File: src/rtl/data_io_cfg_ctrl.sv
// Configuration controller for data_io_block: assembles CW-bit words into a shadow frame, checks it, commits it atomically to c.
// Latency: new c visible 3 cycles after the cycle in which the last word is accepted (LOAD -> CHECK -> COMMIT -> IDLE).
// Backpressure: cfg_ready is low in CHECK and COMMIT, and in IDLE while cfg_clear is high; LOAD accepts gaps indefinitely.
// Optional feature macro: DATA_IO_CFG_CONFLICT_CHECK_EN (drive-conflict rejection of frames; default build never rejects).
module data_io_cfg_ctrl #(
  parameter int W          = 6,
  parameter int WW         = 3,
  parameter int EXTDATAIN  = 2,
  parameter int EXTDATAOUT = 3,
  parameter int CW         = 8
) (
  input  logic                                clk,
  input  logic                                rst,
  input  logic                                cfg_valid,
  output logic                                cfg_ready,
  input  logic [CW-1:0]                       cfg_data,
  input  logic                                cfg_clear,
  output logic [W*(EXTDATAIN+EXTDATAOUT)-1:0] c,
  output logic                                cfg_busy,
  output logic                                cfg_done,
  output logic                                cfg_err
);

  localparam int NC     = W * (EXTDATAIN + EXTDATAOUT);
  localparam int NWORDS = (NC + CW - 1) / CW;
  localparam int CNTW   = $clog2(NWORDS + 1);
  localparam logic [CNTW-1:0] LAST_IDX = CNTW'(NWORDS - 1);

  // The output-port lane rule assumes each port's data slice maps evenly onto WW lanes.
  if ((W % WW) != 0) begin : g_bad_width
    $error("data_io_cfg_ctrl: W must be a multiple of WW");
  end

  typedef enum logic [1:0] {
    IDLE   = 2'd0,
    LOAD   = 2'd1,
    CHECK  = 2'd2,
    COMMIT = 2'd3
  } state_t;

  state_t          state_q, state_d;
  logic [CNTW-1:0] cnt_q;
  logic [NC-1:0]   shadow_q, shadow_nxt;
  logic            accept;
  logic            conflict_d, conflict_q;
  int              slot;

  // State register.
  always_ff @(posedge clk) begin
    if (rst) state_q <= IDLE;
    else     state_q <= state_d;
  end

  // Next-state decode and handshake; clear wins over valid in IDLE.
  always_comb begin
    state_d   = state_q;
    cfg_ready = 1'b0;
    case (state_q)
      IDLE: begin
        cfg_ready = !cfg_clear;
        if (cfg_valid && !cfg_clear) state_d = (NWORDS == 1) ? CHECK : LOAD;
      end
      LOAD: begin
        cfg_ready = 1'b1;
        if (cfg_valid && (cnt_q == LAST_IDX)) state_d = CHECK;
      end
      CHECK:   state_d = COMMIT;
      COMMIT:  state_d = IDLE;
      default: state_d = IDLE;
    endcase
    accept = cfg_valid && cfg_ready;
  end

  assign cfg_busy = (state_q != IDLE);

  // Place the incoming word into its slot; bits past NC simply have no home.
  always_comb begin
    shadow_nxt = shadow_q;
    slot       = (state_q == IDLE) ? 0 : int'(cnt_q);
    for (int b = 0; b < NC; b++) begin
      if ((b / CW) == slot) shadow_nxt[b] = cfg_data[b % CW];
    end
  end

`ifdef DATA_IO_CFG_CONFLICT_CHECK_EN
  int drv;

  // Flag multiple drivers on any data bit or any external output lane.
  always_comb begin
    conflict_d = 1'b0;
    drv        = 0;
    for (int j = 0; j < W; j++) begin
      drv = 0;
      for (int i = 0; i < EXTDATAIN; i++) drv = drv + int'(shadow_q[j + i*W]);
      if (drv > 1) conflict_d = 1'b1;
    end
    for (int i = 0; i < EXTDATAOUT; i++) begin
      for (int k = 0; k < WW; k++) begin
        drv = 0;
        for (int j = 0; j < W; j++) begin
          if ((j % WW) == k) drv = drv + int'(shadow_q[j + i*W + EXTDATAIN*W]);
        end
        if (drv > 1) conflict_d = 1'b1;
      end
    end
  end
`else
  // Without the checker every frame is accepted; CHECK still costs one cycle.
  assign conflict_d = 1'b0;
`endif

  // Datapath: shadow fill, word count, conflict latch, atomic commit, clear.
  always_ff @(posedge clk) begin
    if (rst) begin
      shadow_q   <= '0;
      cnt_q      <= '0;
      conflict_q <= 1'b0;
      c          <= '0;
      cfg_done   <= 1'b0;
      cfg_err    <= 1'b0;
    end else begin
      cfg_done <= 1'b0;
      if (accept) begin
        shadow_q <= shadow_nxt;
        if (state_q == IDLE) begin
          cnt_q   <= CNTW'(1);
          cfg_err <= 1'b0;
        end else begin
          cnt_q <= cnt_q + CNTW'(1);
        end
      end
      if ((state_q == IDLE) && cfg_clear) c <= '0;
      if (state_q == CHECK) conflict_q <= conflict_d;
      if (state_q == COMMIT) begin
        cfg_done <= 1'b1;
        if (conflict_q) cfg_err <= 1'b1;
        else            c       <= shadow_q;
      end
    end
  end

endmodule

File: config.mk
export PLATFORM = sky130hd
export DESIGN_NAME = data_io_cfg_ctrl
export DESIGN_NICKNAME = d
export VERILOG_FILES = /design/src/rtl/data_io_cfg_ctrl.sv
export SDC_FILE = /design/constraint.sdc
export NUM_CORES = 1
export LEC_CHECK = 0
export ABC_AREA = 1
export CORE_ASPECT_RATIO = 0.7
export CORE_MARGIN = 4
export CORE_UTILIZATION = 45
export DETAILED_ROUTE_END_ITERATION = 8
export PLACE_DENSITY = 0.67
export SLEW_MARGIN = 20
export SYNTH_ARGS = -nofsm -noshare
export SYNTH_HDL_FRONTEND = slang
export SYNTH_SLANG_ARGS = --single-unit
File: constraint.sdc
create_clock -name clk -period 3.66 [get_ports clk]
set_input_delay 0.732 -clock clk [delete_from_list [all_inputs] [get_ports clk]]
set_output_delay 0.732 -clock clk [all_outputs]
set_load 0.03 [all_outputs]
Word level (Yosys, flattened, before mapping)
Index checks and enable logic that the tools add are counted.
- flip-flop bits (word level): 66
- latch bits: 0
- memory bits (writable): 0
- bits in read-only memories: 0
- input bits: 12
- output and inout port bits: 34
- logic and storage cells: 41
- memories kept: 0
- add/sub/neg operators: 1
- $mul: 0
- divide/modulo/power cells: 0
- order comparisons: 0
- eq/ne operators: 9
- shifts and indexed selects: 0
- muxes and demuxes: 9
- bitwise logic cells: 0
- reductions and logical operators: 14
- operators by type and width (cell ; count):
    30-bit two-way mux ; 2
    32-bit logical NOT ; 1
    2-bit AND reduction ; 5
    2-bit case mux with 4 select lines ; 1
    2-bit by 3-bit == test with 1-bit output (first input constant) ; 2
    3-bit two-way mux ; 2
    2-bit == test (second input constant) ; 2
    1-bit logical AND ; 4
    2-bit two-way mux ; 2
    2-bit inequality test (second input constant) ; 2
    2-bit nonzero test ; 2
    3-bit by 1-bit adder with 3-bit output (second input constant) ; 1
    1-bit by 3-bit == test with 1-bit output (first input constant) ; 1
    3-bit by 2-bit == test with 1-bit output (second input constant) ; 1
    2-bit by 1-bit == test with 1-bit output (second input constant) ; 1
    2-bit logical NOT ; 1
    1-bit case mux with 2 select lines ; 1
    1-bit logical NOT ; 1
    1-bit two-way mux ; 1

Longest topological paths before layout
- word-level depth: 4
- mapped depth: 9
- depth with buffers taken out: 9

Worst setup path before layout
OpenSTA, ideal clock, no wires.
- path kind: input port to output port
- start: input cfg_clear
- end: output cfg_ready
- data arrival time: 1.024 ns
- data required time: 2.928 ns
- path slack: 1.904 ns
- stages: 3
- buffers on the path: 0
- path through: inv_1 -> nand3_4 -> nand2_4
- word-level cells in the longest chain between the ends: 2
- RTL lines (what ; RTL line ; text):
    start, declared ; 17 ; input logic cfg_clear,
    1-bit logical NOT ; 60 ; cfg_ready = !cfg_clear;
    1-bit case mux with 2 select lines ; 58 ; case (state_q)
    end, declared ; 15 ; output logic cfg_ready,
No other way between the ends.

Final worst setup path
Same ends and word-level chain as after synthesis.

==> qor.yml <==
placement:
  place.detailed.instances: 472
  pre_cts_slack_ns: 0.771
  dp_hpwl_um: 3930
  portBuffers: 44
  placed_cell_area_um2: 3180
  gp_routability_congestion: 0.772
finish:
  layout-drive-gt1-share_pct: 7.26
  diodes_inserted: 0
  seq_area_um2: 1320
  final_net_count: 427
  multi_input_area_um2: 1230
  final_core_util_pct: 58.0
  finalInstanceArea_um2: 3370
  areaGrowthSynthToFinish_pct: 23.1
  fillers: 570
  layoutNonFillerInstCount: 488
sta:
  tns_ns: 0
  tightest_slew_ns: 0.949
  layout_worst_path_cycle_share_pct: 78.8
  post-route-min-period_ns: 2.88
  maxSlewViolCount: 0
  max_freq_mhz: 347
  max-slew-margin-rel_pct: 36.7
  finalHoldViolations: 0
  finalWorstSetupSlack_ns: 0.778
  setup_viol: 0
  setup_repair_after_global_routing_missed_its_margin: "false"
  worst_clock_skew_ns: 0.00663
worst_setup_path:
  worstSetupEndpointType: "primary output"
  timing_worst_setup_path_type: "input port to primary output"
  setup.worst_path.start: "cfg_clear"
  crit_fanout: 3
  critical_path_arrival_ns: 2.15
  setup.worst_path.start_class: "input port"
  critical_path.reg2reg.startpoint: "state_q[0]"
  r2r_cells: 7
  critPathCapture: "cfg_ready"
  reg2reg_slack_ns: 1.61
  crit-reg2reg-capture: "shadow_q[19]"
  critPathRequiredTime_ns: 2.93
clocking:
  ctsRootBufferMaster: "clkbuf_8"
  cts_inserted_buffers: 9
  cts_setup_buffers: 0
  post_cts_resize_count: 0
  holdBufCountCts: 0
  tritoncts_clock_tree: "built"
  cts.htree.levels: 3
  clkTransAtPathRegs_ns: 0.07
  worstSkewPairLatency_ns: 0.34
  clock_sink_count: 66
  clock_tree.buffer_depth: 2
synth:
  ys_ff_latch: 66
  synth_compound_gate_area_share_pct: 2.38
  most_instantiated_cells_after_synthesis: "102 x nand2_1, 71 x nor2_1, 66 x dfxtp_1"
  synth.net_count: 387
  syn-cell-area_um2: 2740
  synth.yosys.warnings: 0
  synth_simple_gate_area_share_pct: 38.9
  yosysTopAreaCellShare_pct: 48.3
  synth_fa_ha_area_share_pct: 3.20
  synthDominantAreaCellType: "dfxtp_1"
  leading_post_synthesis_cells_by_cell_area: "dfxtp_1 48%, nand2_1 14%, nand3_1 11%, nor2_1 9.7%, ha_1 3.2%"
  number_of_distinct_library_cell_variants_in_the_gate_level_netlist_after_synthesis: 21
  postSynth.topFlopCell: "dfxtp_1"
  async_sr_flop_fraction_pct: 0
  synth-xor-area-share_pct: 0
  synthMuxAreaShare_pct: 0
  synth_top_family_by_area: "simple AND/OR/NAND/NOR gates"
  syn_area_per_cell_um2: 7.44
  sequential_element_share_of_the_synthesized_area_pct: 48.3
  synthCells: 368
  synthMostInstantiatedCell: "nand2_1"
  synth-edff-count: 0
drt:
  drtPass1Iterations: 5
  ant_nets: 0
  drt_wl_total_um: 5910
  first_iter_violations: 117
  via_per_inst: 4.78
  num_vias: 2334
  remaining_drc_errors: 0
  post_drt_wl_per_cell_um: 12.1
global_routing:
  grt_overflow: 0
  met1_usage_pct: 22.4
  top_usage_layer: "met2"
  initial_antenna_violation_count: 0
  grt_pass1_wl_um: 10200
  maximum_number_of_pins_on_one_net_before_global_route_repair: 65
  grt_util_met3_pct: 6.74
  groute.usage.overall_pct: 17.5
  global_route.usage.met2_pct: 28.0
  vias_in_the_first_global_route: 2202
hold_path:
  hp-start: "shadow_q[11]"
  worstHoldPathType: "register to register"
power_and_ir_drop:
  leakagePower_uw: 0.00148
  power_per_cell_area_nw_per_um2: 583
  vdd_drop_max_mv: 0.627
flow_run:
  cap_viol_max_count: 0
floorplanning:
  die_area_um2: 7420
  die_h_um: 73.3
  die_width_um: 101
  floorplan.core_area_um2: 5810
  floorplan.rows: 23
  ios: 46
  initial_utilization_pct: 47.1
status:
  result_of_the_run: "finished clean"
## worst min path at each step
stage / end / slack (ns) / depth (start not counted)
after floorplan: c[0] / 0.43 / 2
after global placement: c[2] / 0.44 / 2
after detailed placement: c[11] / 0.44 / 2
after CTS: c[11] / 0.45 / 2
after global routing: c[25] / 0.47 / 2
final: c[11] / 0.45 / 2
## placed cells by master, fill, tap and decap left out, types with 2 or more instances in the layout
cell and n:
a21oi_1 2, buf_4 2, clkbuf_1 2, clkbuf_8 9, clkdlybuf4s50_1 44, clkinv_2 2, clkinvlp_4 2, dfxtp_1 66
ha_1 7, inv_1 21, inv_2 2, nand2_1 102, nand2_4 2, nand3_1 62, nor2_1 71, nor2_4 5
o21ai_0 5
## sequential cells by signal (all words and copies together), names as in the netlist
| signal | cells |
|---|---|
| shadow_q | 30 |
| cfg_done | 1 |
| c | 30 |
| cnt_q | 3 |
| state_q | 2 |
## logic make-up (layout without fill, tap and decap cells)
family                     after synthesis  in the layout
other                                    1              1
and+or+nand+nor                        244            244
DFF                                     66             66
buffers and inverters                   40             85
adders and majority gates                7              7
AOI/OAI and AO/OA                       10             10
## final cells by class
cell class | count | area share (%)
clock buffers | 11 | 3.90
clock inverters | 5 | 1.63
inverters | 23 | 2.56
multi-input cells | 262 | 36.4
flip-flops and latches | 66 | 39.2
well taps | 75 | 2.78
repair buffers | 46 | 13.5
## metrics by stage
stage / total power (µW) / hold WS [ns]
2_1_floorplan: 1280 / 0.428
3_3_place_gp: 1390 / 0.440
3_5_place_dp: 1400 / 0.435
4_1_cts: 1990 / 0.447
5_1_grt: 2090 / 0.469
6_report: 1960 / 0.447
## routing by layer
metal  routed length, µm  vias up
met5                   0        -
met4                  78        0
met3                 312        9
met2                2650       47
met1                2870     1052
li1                    -     1226
## worst max-delay path, stage by stage
cell and delay, ns:
clkdlybuf4s50_1 0.45, inv_1 0.11, nand3_4 0.09, nand2_4 0.09, clkdlybuf4s50_1 0.67
## where the power goes
part | internal [µW] | leakage [µW] | total [µW] | switching (µW)
Combinational | 177 | 0.000861 | 562 | 385
Sequential | 780 | 0.000534 | 818 | 37.5
Clock | 312 | 0.0000893 | 583 | 271
No activity file was read; power rests on OpenSTA's default activity.
